===== src/rtl/ili9341_cmd_sequencer.sv =====
// ILI9341 bring-up and pixel streaming sequencer: panel reset, init ROM walk,
// then endless loop-ROM streaming, one {dc, byte} per load/done exchange.
module ili9341_cmd_sequencer #(
  parameter int N_INIT       = 48,
  parameter int N_LOOP       = 3,
  parameter int RST_LOW_CYC  = 1000,
  parameter int RST_WAIT_CYC = 120000,
  parameter int SLP_WAIT_CYC = 600000,
  parameter int FRAME_BYTES  = 153600
) (
  input  logic       clk,
  input  logic       rst_n,
  input  logic       start,
  output logic       rom_sel,
  output logic [5:0] rom_idx,
  input  logic [9:0] rom_word,
  output logic       load,
  output logic [7:0] data,
  output logic       lcd_dc,
  input  logic       done,
  output logic       lcd_rst_n,
  output logic       init_done,
  output logic       busy,
  output logic       frame_tick
);

  localparam int MAX_A   = (RST_LOW_CYC > RST_WAIT_CYC) ? RST_LOW_CYC : RST_WAIT_CYC;
  localparam int MAX_DLY = (MAX_A > SLP_WAIT_CYC) ? MAX_A : SLP_WAIT_CYC;
  localparam int DLY_W   = (MAX_DLY < 1) ? 1 : $clog2(MAX_DLY + 1);
  localparam int BYTE_W  = (FRAME_BYTES < 2) ? 1 : $clog2(FRAME_BYTES);

  // A delay of N cycles keeps its state for N cycles; 0 degenerates to 1 cycle.
  localparam logic [DLY_W-1:0]  RST_LOW_LIM  = DLY_W'((RST_LOW_CYC  > 0) ? RST_LOW_CYC  - 1 : 0);
  localparam logic [DLY_W-1:0]  RST_WAIT_LIM = DLY_W'((RST_WAIT_CYC > 0) ? RST_WAIT_CYC - 1 : 0);
  localparam logic [DLY_W-1:0]  SLP_WAIT_LIM = DLY_W'((SLP_WAIT_CYC > 0) ? SLP_WAIT_CYC - 1 : 0);
  localparam logic [BYTE_W-1:0] BYTE_LAST    = BYTE_W'((FRAME_BYTES  > 0) ? FRAME_BYTES  - 1 : 0);
  localparam logic [5:0]        INIT_LAST    = 6'(N_INIT - 1);
  localparam logic [5:0]        LOOP_LAST    = 6'(N_LOOP - 1);
  localparam logic [8:0]        SLEEP_OUT    = 9'h011;

  typedef enum logic [3:0] {
    S_IDLE,
    S_RST_LOW,
    S_RST_WAIT,
    S_INI_LOAD,
    S_INI_WAIT,
    S_SLP_WAIT,
    S_READY,
    S_PIX_LOAD,
    S_PIX_WAIT
  } state_t;

  state_t              state, state_nxt;
  logic [DLY_W-1:0]    dly_cnt, dly_nxt;
  logic [BYTE_W-1:0]   byte_cnt, byte_nxt;
  logic                rom_sel_nxt;
  logic [5:0]          rom_idx_nxt;
  logic                lcd_rst_n_nxt;
  logic                init_done_nxt;
  logic                tick_nxt;
  logic [7:0]          data_q;
  logic                dc_q;

  // The flag bit of the ROM word is meaningful only to other consumers.
  logic unused_flag;
  assign unused_flag = rom_word[9];

  // Handshake: load is a 1-cycle strobe with {lcd_dc, data} valid; both stay
  // stable until the shifter returns a 1-cycle done. done is honoured only in
  // the WAIT states, so a done on the load cycle or while idle is dropped.
  assign load   = (state == S_INI_LOAD) || (state == S_PIX_LOAD);
  assign data   = load ? rom_word[7:0] : data_q;
  assign lcd_dc = load ? rom_word[8]   : dc_q;
  assign busy   = !((state == S_IDLE) || (state == S_READY));

  always_comb begin
    state_nxt     = state;
    dly_nxt       = '0;
    byte_nxt      = byte_cnt;
    rom_sel_nxt   = rom_sel;
    rom_idx_nxt   = rom_idx;
    lcd_rst_n_nxt = lcd_rst_n;
    init_done_nxt = init_done;
    tick_nxt      = 1'b0;
    case (state)
      S_IDLE: begin
        if (start) begin
          state_nxt     = S_RST_LOW;
          lcd_rst_n_nxt = 1'b0;
        end
      end
      S_RST_LOW: begin
        if (dly_cnt == RST_LOW_LIM) begin
          state_nxt     = S_RST_WAIT;
          lcd_rst_n_nxt = 1'b1;
        end else begin
          dly_nxt = dly_cnt + 1'b1;
        end
      end
      S_RST_WAIT: begin
        if (dly_cnt == RST_WAIT_LIM) state_nxt = S_INI_LOAD;
        else                         dly_nxt   = dly_cnt + 1'b1;
      end
      S_INI_LOAD: begin
        state_nxt = S_INI_WAIT;
      end
      S_INI_WAIT: begin
        if (done) begin
          if ({dc_q, data_q} == SLEEP_OUT) begin
            state_nxt = S_SLP_WAIT;
          end else if (rom_idx == 6'd1) begin
            // Index 0 of the init ROM is a terminator and is never sent.
            state_nxt     = S_READY;
            init_done_nxt = 1'b1;
            rom_sel_nxt   = 1'b0;
            rom_idx_nxt   = LOOP_LAST;
          end else begin
            state_nxt   = S_INI_LOAD;
            rom_idx_nxt = rom_idx - 6'd1;
          end
        end
      end
      S_SLP_WAIT: begin
        if (dly_cnt == SLP_WAIT_LIM) begin
          state_nxt   = S_INI_LOAD;
          rom_idx_nxt = rom_idx - 6'd1;
        end else begin
          dly_nxt = dly_cnt + 1'b1;
        end
      end
      S_READY: begin
        if (start) state_nxt = S_PIX_LOAD;
      end
      S_PIX_LOAD: begin
        state_nxt = S_PIX_WAIT;
      end
      S_PIX_WAIT: begin
        if (done) begin
          if (byte_cnt == BYTE_LAST) begin
            byte_nxt = '0;
            tick_nxt = 1'b1;
          end else begin
            byte_nxt = byte_cnt + 1'b1;
          end
          rom_idx_nxt = (rom_idx == 6'd0) ? LOOP_LAST : rom_idx - 6'd1;
          state_nxt   = start ? S_PIX_LOAD : S_READY;
        end
      end
      default: begin
        state_nxt = S_IDLE;
      end
    endcase
  end

  always_ff @(posedge clk or negedge rst_n) begin
    if (!rst_n) begin
      state      <= S_IDLE;
      dly_cnt    <= '0;
      byte_cnt   <= '0;
      rom_sel    <= 1'b1;
      rom_idx    <= INIT_LAST;
      lcd_rst_n  <= 1'b1;
      init_done  <= 1'b0;
      frame_tick <= 1'b0;
      data_q     <= 8'h00;
      dc_q       <= 1'b0;
    end else begin
      state      <= state_nxt;
      dly_cnt    <= dly_nxt;
      byte_cnt   <= byte_nxt;
      rom_sel    <= rom_sel_nxt;
      rom_idx    <= rom_idx_nxt;
      lcd_rst_n  <= lcd_rst_n_nxt;
      init_done  <= init_done_nxt;
      frame_tick <= tick_nxt;
      // Latch the word so it stays on the bus after rom_idx moves on.
      if (load) begin
        data_q <= rom_word[7:0];
        dc_q   <= rom_word[8];
      end
    end
  end

endmodule

===== config.mk =====
export PLATFORM = sky130hd
export DESIGN_NAME = ili9341_cmd_sequencer
export DESIGN_NICKNAME = d
export VERILOG_FILES = /design/src/rtl/ili9341_cmd_sequencer.sv
export SDC_FILE = /design/constraint.sdc
export NUM_CORES = 1
export LEC_CHECK = 0
export ABC_AREA = 0
export ABC_CLOCK_PERIOD_IN_PS = 3500
export CORE_MARGIN = 2
export CORE_UTILIZATION = 35
export CTS_BUF_LIST = sky130_fd_sc_hd__clkbuf_16
export CTS_CLUSTER_SIZE = 12
export DETAILED_ROUTE_END_ITERATION = 10
export RECOVER_POWER = 100
export SLEW_MARGIN = 30
export SYNTH_ARGS = -nofsm -noshare
export SYNTH_HDL_FRONTEND = slang
export SYNTH_SLANG_ARGS = --single-unit

===== constraint.sdc =====
create_clock -name clk -period 3.5 [get_ports clk]
set_clock_uncertainty 0.15 [all_clocks]
set_input_delay 0.525 -clock clk [delete_from_list [all_inputs] [get_ports clk]]
set_output_delay 0.525 -clock clk [all_outputs]
set_load 0.005 [all_outputs]

==> results of run 1 <==
[final cells by class]
| cell class | count | area [um^2] | share of cell area [%] |
|---|---|---|---|
| clock buffers | 9 | 225 | 5.66 |
| well taps | 111 | 139 | 3.49 |
| repair buffers | 37 | 344 | 8.65 |
| multi-input cells | 252 | 1640 | 41.3 |
| flip-flops and latches | 61 | 1540 | 38.6 |
| inverters | 4 | 15.0 | 0.378 |
| clock inverters | 7 | 73.8 | 1.86 |
[path summary, 6_finish.rpt]
check	from	to	slack [ps]	cells past startpoint
min in group asynchronous	rst_n	dly_cnt[5]	860	1
max in group asynchronous	rst_n	byte_cnt[7]	830	1
worst min register to register	byte_cnt[10]	byte_cnt[10]	310	1
worst max-delay path	state[1]	lcd_dc	350	5
worst min-delay path	byte_cnt[10]	byte_cnt[10]	310	1
worst max register to register	dly_cnt[0]	dly_cnt[17]	450	6
[metal layers]
| layer | up-vias | wire length [um] | track usage, % |
|---|---|---|---|
| li1 | 1255 | - | - |
| met1 | 1232 | 3370 | 20.6 |
| met2 | 44 | 3190 | 22.6 |
| met3 | 0 | 253 | 4.23 |
| met4 | 0 | 0 | 4.00 |
| met5 | - | 0 | 0 |
[cell families (layout without fill, tap and decap cells)]
kind of cell,count (synthesis),in the layout,share of synthesized area (%)
fa+ha+maj,5,5,1.92
mux,15,15,5.25
xor+xnor,31,31,8.31
simple gates,166,166,27.8
compound gates,35,35,7.85
buf+inv,15,57,1.88
flops,61,61,47.0
[state kept, by name, summed over array words and instances (netlist names)]
register    cells
dly_cnt        20
lcd_rst_n       1
rom_sel         1
byte_cnt       18
frame_tick      1
init_done       1
rom_idx         6
state           4
dc_q            1
data_q          8
[placed cells by master, fill, tap and decap left out, types with 3 or more instances in the layout]
cell type / instances
a31oi_1: 4
nor3_1: 13
nand2b_1: 4
nand2_1: 23
a21oi_1: 9
nor2b_1: 10
or4_1: 4
dfstp_2: 3
xor2_1: 14
clkbuf_1: 3
dfrtp_1: 54
o41ai_1: 3
dlygate4sd3_1: 18
xnor2_1: 17
and2_1: 4
nor4b_1: 3
mux2_1: 9
nor4_1: 6
and4_1: 4
mux2_2: 5
nor2_1: 44
clkbuf_16: 9
o21ai_0: 6
clkdlybuf4s50_1: 14
ha_1: 5
nor3b_1: 3
dfstp_1: 4
nand3_1: 18
and3_1: 5
inv_1: 4
nand4_1: 10
or2_2: 3
[worst max-delay path, delay by kind of cell, from the launching register on]
family                 cells  cell delay [ps]
muxes                      1              360
and+or+nand+nor            2              320
buffers and inverters      2              790
DFF                        1              680
[report_power, final]
group | internal [mW] | switching (mW) | total, mW
registers | 0.853 | 0.173 | 1.03
logic | 0.463 | 0.444 | 0.907
clock network | 0.553 | 0.328 | 0.881
==> out/results.tsv, run 1 <==
metric	value	unit
cp.required	2820	ps
post-route-drc-count	0	
fin_crit_sh	89.9	%
fp.dieH	101	um
finalHoldViolCount	0	
final_area	3980	um^2
core_area	9150	um^2
antenna_found_initial	0	
fillCellCount	913	
synth_most_common_cell	dfrtp_1	
yosysUniqueCellTypes	53	
postCtsHoldBufs	0	
fin_util	43.4	%
grt_pass1_wl	12.1	mm
syn_area	3270	um^2
syn2layout_area_growth	21.8	%
status	complete, but fails checks	
fmaxAchievable	318	MHz
holdWs	306	ps
portBuffers	33	
worst_slack	355	ps
crit_chain	nand2_1, nor2_1, buf_4, mux2_1, dlygate4sd3_1	
synth_warnings	0	
syn-instance-count	328	
total_power	2.81	mW
avgViaCountPerCell	5.26	
synth_common_cells	54 x dfrtp_1, 44 x nor2_1, 23 x nand2_1, 18 x nand3_1, 17 x xnor2_1	
clk_pin_slew_worst_paths	50	ps
tightest_slew	2630	ps
diodes	0	
drt_iter0_markers	160	
async_reset_ff_share	100	%
vias	2531	
dieArea	10100	um^2
rows	35	
leakagePower	1.64	nW
final_cells	481	
cts_resized	0	
start_kind	flip-flop	
max_stage_delay	680	ps
critPathSlowestCell	dfrtp_1	
track_usage	14.8	%
p_per_area	707	nW/um^2
violations	capacitance limit, slew limit	
dpl_cell_area	3730	um^2
dpl.cell_count	465	
ys_seq_elements	61	
numCtsBuffers	9	
layout-drive-gt1-share	9.73	%
start_util	35.7	%
worstPathMaxFanout	19	
setup-violations-final	0	
worstPathArrival	2470	ps
yosys_most_used_dff	dfrtp_1	
worstSkewPairLatency	330	ps
grt_max_degree	50	
hold_class	flip-flop to flip-flop	
report.final.slew_viol_count	50	
grt_pass1_vias	2530	
dp_slack	817	ps
htreeDepth	3	
max-clock-path-buffers	2	
cts_root_buffer	clkbuf_16	
cts_setup_buffers	0	
setup_tns	0	ps
synth_top_area_share	41.4	%
ys_top_cells_by_area	dfrtp_1 41%, dfstp_2 5.6%, nor2_1 5.1%	
cts_tree	built	
slew_headroom	-75.0	%
synth_edf_count	0	
io_pins	35	
fp.dieW	101	um
place.gp.congestion	0.796	
vdd_drop_max	432	uV
wire_per_inst	14.2	um
drv_cap	1	
hpwl	4.69	mm
final.min_clock_period	3150	ps
fin_nets	384	
synth_seq_area_share	47.0	%
post_synth.cell_area_avg	9.96	um^2
globalRouteOverflowTotal	0	
drtAntennaViolNets	0	
end_kind	output port	
yosysTopAreaCell	dfrtp_1	
drt_pass1_iterations	4	
worstSetupPathType	flip-flop to output port	
rsz0062_at_grt	false	
clock-sinks	61	
drt_wl_total	6.81	mm
syn_nets	347	
Power figures use the tool's default switching activity.
==> inputs of run 2 (changes only) <==
HOLD_SLACK_MARGIN = 0.06   (was not set)
==> results of run 2 <==
Final layout, timing and power as in run 1 (identical DEF).
==> inputs of run 3 (changes only) <==
DONT_BUFFER_PORTS = 1   (was not set)
==> run 3 against run 2 <==
Net effect: the run still ends with capacitance limit, slew limit left; non-clock buffer count shrank 31; die area unchanged; sequential cell count did not move; hold slack lost 85 ps; worst setup slack better by 220 ps; count of clock-buffer cells in the layout stayed put; critical path type unchanged; largest cell class unchanged.
==> out/results.tsv, run 3 (synthesis gave the netlist of run 1 again) <==
metric	value	unit	change
rr_worst_depth	6		unchanged
htreeDepth	3		unchanged
clock-sinks	61		unchanged
grt_pass1_vias	2354		was 2530
core_area	9150	um^2	unchanged
fp.dieW	101	um	unchanged
fillCellCount	884		was 913
mostFrequentLayoutCells	54 x dfrtp_1, 44 x nor2_1, 23 x nand2_1		unchanged
drtAntennaViolNets	0		unchanged
holdPathEnd	state[3]		was byte_cnt[10]
drt_wl_total	6.73	mm	was 6.81 mm
final_cells	450		was 481
min_path_cells	2		was 1
cts_setup_buffers	0		unchanged
switchingPower	0.914	mW	was 0.945 mW
reg_top3	dly_cnt (20), byte_cnt (18), data_q (8)		unchanged
setup_tns	0	ps	unchanged
fmaxAchievable	342	MHz	was 318 MHz
syn2layout_area_growth	13.5	%	was 21.8%
portBuffers	0		was 33
fin_util	40.5	%	was 43.4%
drt_pass1_iterations	4		unchanged
regMostFlops	dly_cnt		unchanged
place.gp.congestion	0.795		was 0.796
fp.dieH	101	um	unchanged
dieArea	10100	um^2	unchanged
largest_register_ffs	20		unchanged
p_per_area	746	nW/um^2	was 707 nW/um^2
start_kind	flip-flop		unchanged
antenna_found_initial	0		unchanged
wire_per_inst	15.0	um	was 14.2 um
p_int	1.85	mW	was 1.87 mW
grt_max_degree	62		was 50
vias	2444		was 2531
worstPathArrival	2250	ps	was 2470 ps
diodes	0		unchanged
end_kind	output port		unchanged
slew_headroom	-0.432	%	was -75.0%
layout-drive-gt1-share	9.14	%	was 9.73%
grt_pass1_wl	11.6	mm	was 12.1 mm
vdd_drop_max	457	uV	was 432 uV
start_util	35.7	%	unchanged
fin_crit_sh	83.6	%	was 89.9%
multi_input_area	1630	um^2	was 1640 um^2
violations	capacitance limit, slew limit		unchanged
report.final.slew_viol_count	61		was 50
cts_root_buffer	clkbuf_16		unchanged
cp.required	2820	ps	about the same
finalHoldViolCount	0		unchanged
clk_pin_slew_worst_paths	50	ps	about the same
max-clock-path-buffers	2		unchanged
final.min_clock_period	2930	ps	was 3150 ps
worstHoldStart	done		was byte_cnt[10]
globalRouteOverflowTotal	0		unchanged
clockPowerShare	37.2	%	was 31.3%
io_pins	35		unchanged
final_common_cell	dfrtp_1		unchanged
status	complete, but fails checks		unchanged
seqPwrFrac	37.3	%	was 36.5%
comb_power_share	25.5	%	was 32.2%
worstSkewPairLatency	330	ps	about the same
reg2reg_from	dly_cnt[0]		unchanged
worstPathMaxFanout	19		unchanged
cts_resized	0		unchanged
seq_area	1540	um^2	unchanged
leakagePower	1.52	nW	was 1.64 nW
swShare	33.0	%	was 33.6%
timing.rr.end	state[2]		was dly_cnt[17]
r2r_setup_slack	660	ps	was 450 ps
track_usage	14.5	%	was 14.8%
post-route-drc-count	0		unchanged
dpl.cell_count	432		was 465
drt_iter0_markers	136		was 160
cts_tree	built		unchanged
hold_class	input port to flip-flop		was flip-flop to flip-flop
rsz0062_at_grt	false		unchanged
rows	35		unchanged
tightest_slew	1510	ps	was 2630 ps
fin_nets	353		was 384
setup-violations-final	0		unchanged
worstSetupPathType	flip-flop to output port		unchanged
avgViaCountPerCell	5.43		was 5.26
numCtsBuffers	9		unchanged
drv_cap	1		unchanged
hpwl	4.47	mm	was 4.69 mm
holdWs	221	ps	was 306 ps
-- run 3: cell types whose count changed in the layout (fill, tap and decap cells not counted), sizes merged --
cell / delta
clkinv: -3
buf: +1
clkdlybuf4s50: -14
clkbuf: -1
dlygate4sd3: -17
bufinv: +2
clkinvlp: +1
-- run 3: stage by stage --
step	setup slack, ps	area, um^2	power (mW)
after floorplan	1110	3270	1.61
after global placement	906	3390	1.77
after detailed placement	833	3390	1.79
after CTS	782	3780	2.86
after global routing	346	3710	2.95
final	573	3710	2.77
-- run 3: how the worst max path moves through the flow --
stage / to / cells past startpoint / startpoint
after floorplan: data[0] / 4 / state[0]
after global placement: rom_idx[5] / 5 / state[1]
after detailed placement: rom_idx[5] / 5 / state[1]
final: data[6] / 4 / state[1]
after global routing: data[6] / 4 / state[1]
after CTS: rom_idx[5] / 5 / state[1]
-- run 3: power groups by stage --
stage	Clock, mW	Sequential, mW	Combinational [mW]
2_1_floorplan	0	0.960	0.649
6_report	1.03	1.03	0.706
4_1_cts	1.06	1.04	0.762
5_1_grt	1.09	1.06	0.805
3_3_place_gp	0	1.05	0.725
3_5_place_dp	0	1.05	0.736
-- run 3: routing by layer --
layer  global-route usage (%)  vias up  routed length, um
met5                        0        -                  0
met2                     21.8       32               3240
li1                         -     1192                  -
met4                     6.95        0                174
met3                     5.06       15                273
met1                     18.5     1205               3050
-- run 3: worst max-delay path, stage by stage (launching register included) --
cell and delay, ps:
dfrtp_1 710, nand2_1 180, nor2_1 130, clkbuf_1 470, mux2_1 430
-- run 3: cell type report --
type / instances / area share (%)
well taps: 111 / 3.75
inverters: 4 / 0.405
clock buffers: 9 / 6.08
flip-flops and latches: 61 / 41.4
clock inverters: 7 / 3.31
repair buffers: 6 / 1.01
multi-input cells: 252 / 44.0
-- run 3: timing repair --
item / 4_1_cts / 5_1_grt
hold endpoints to repair: 61 / 0
hold buffers: 2 / 0
setup endpoints to repair: 0 / 0
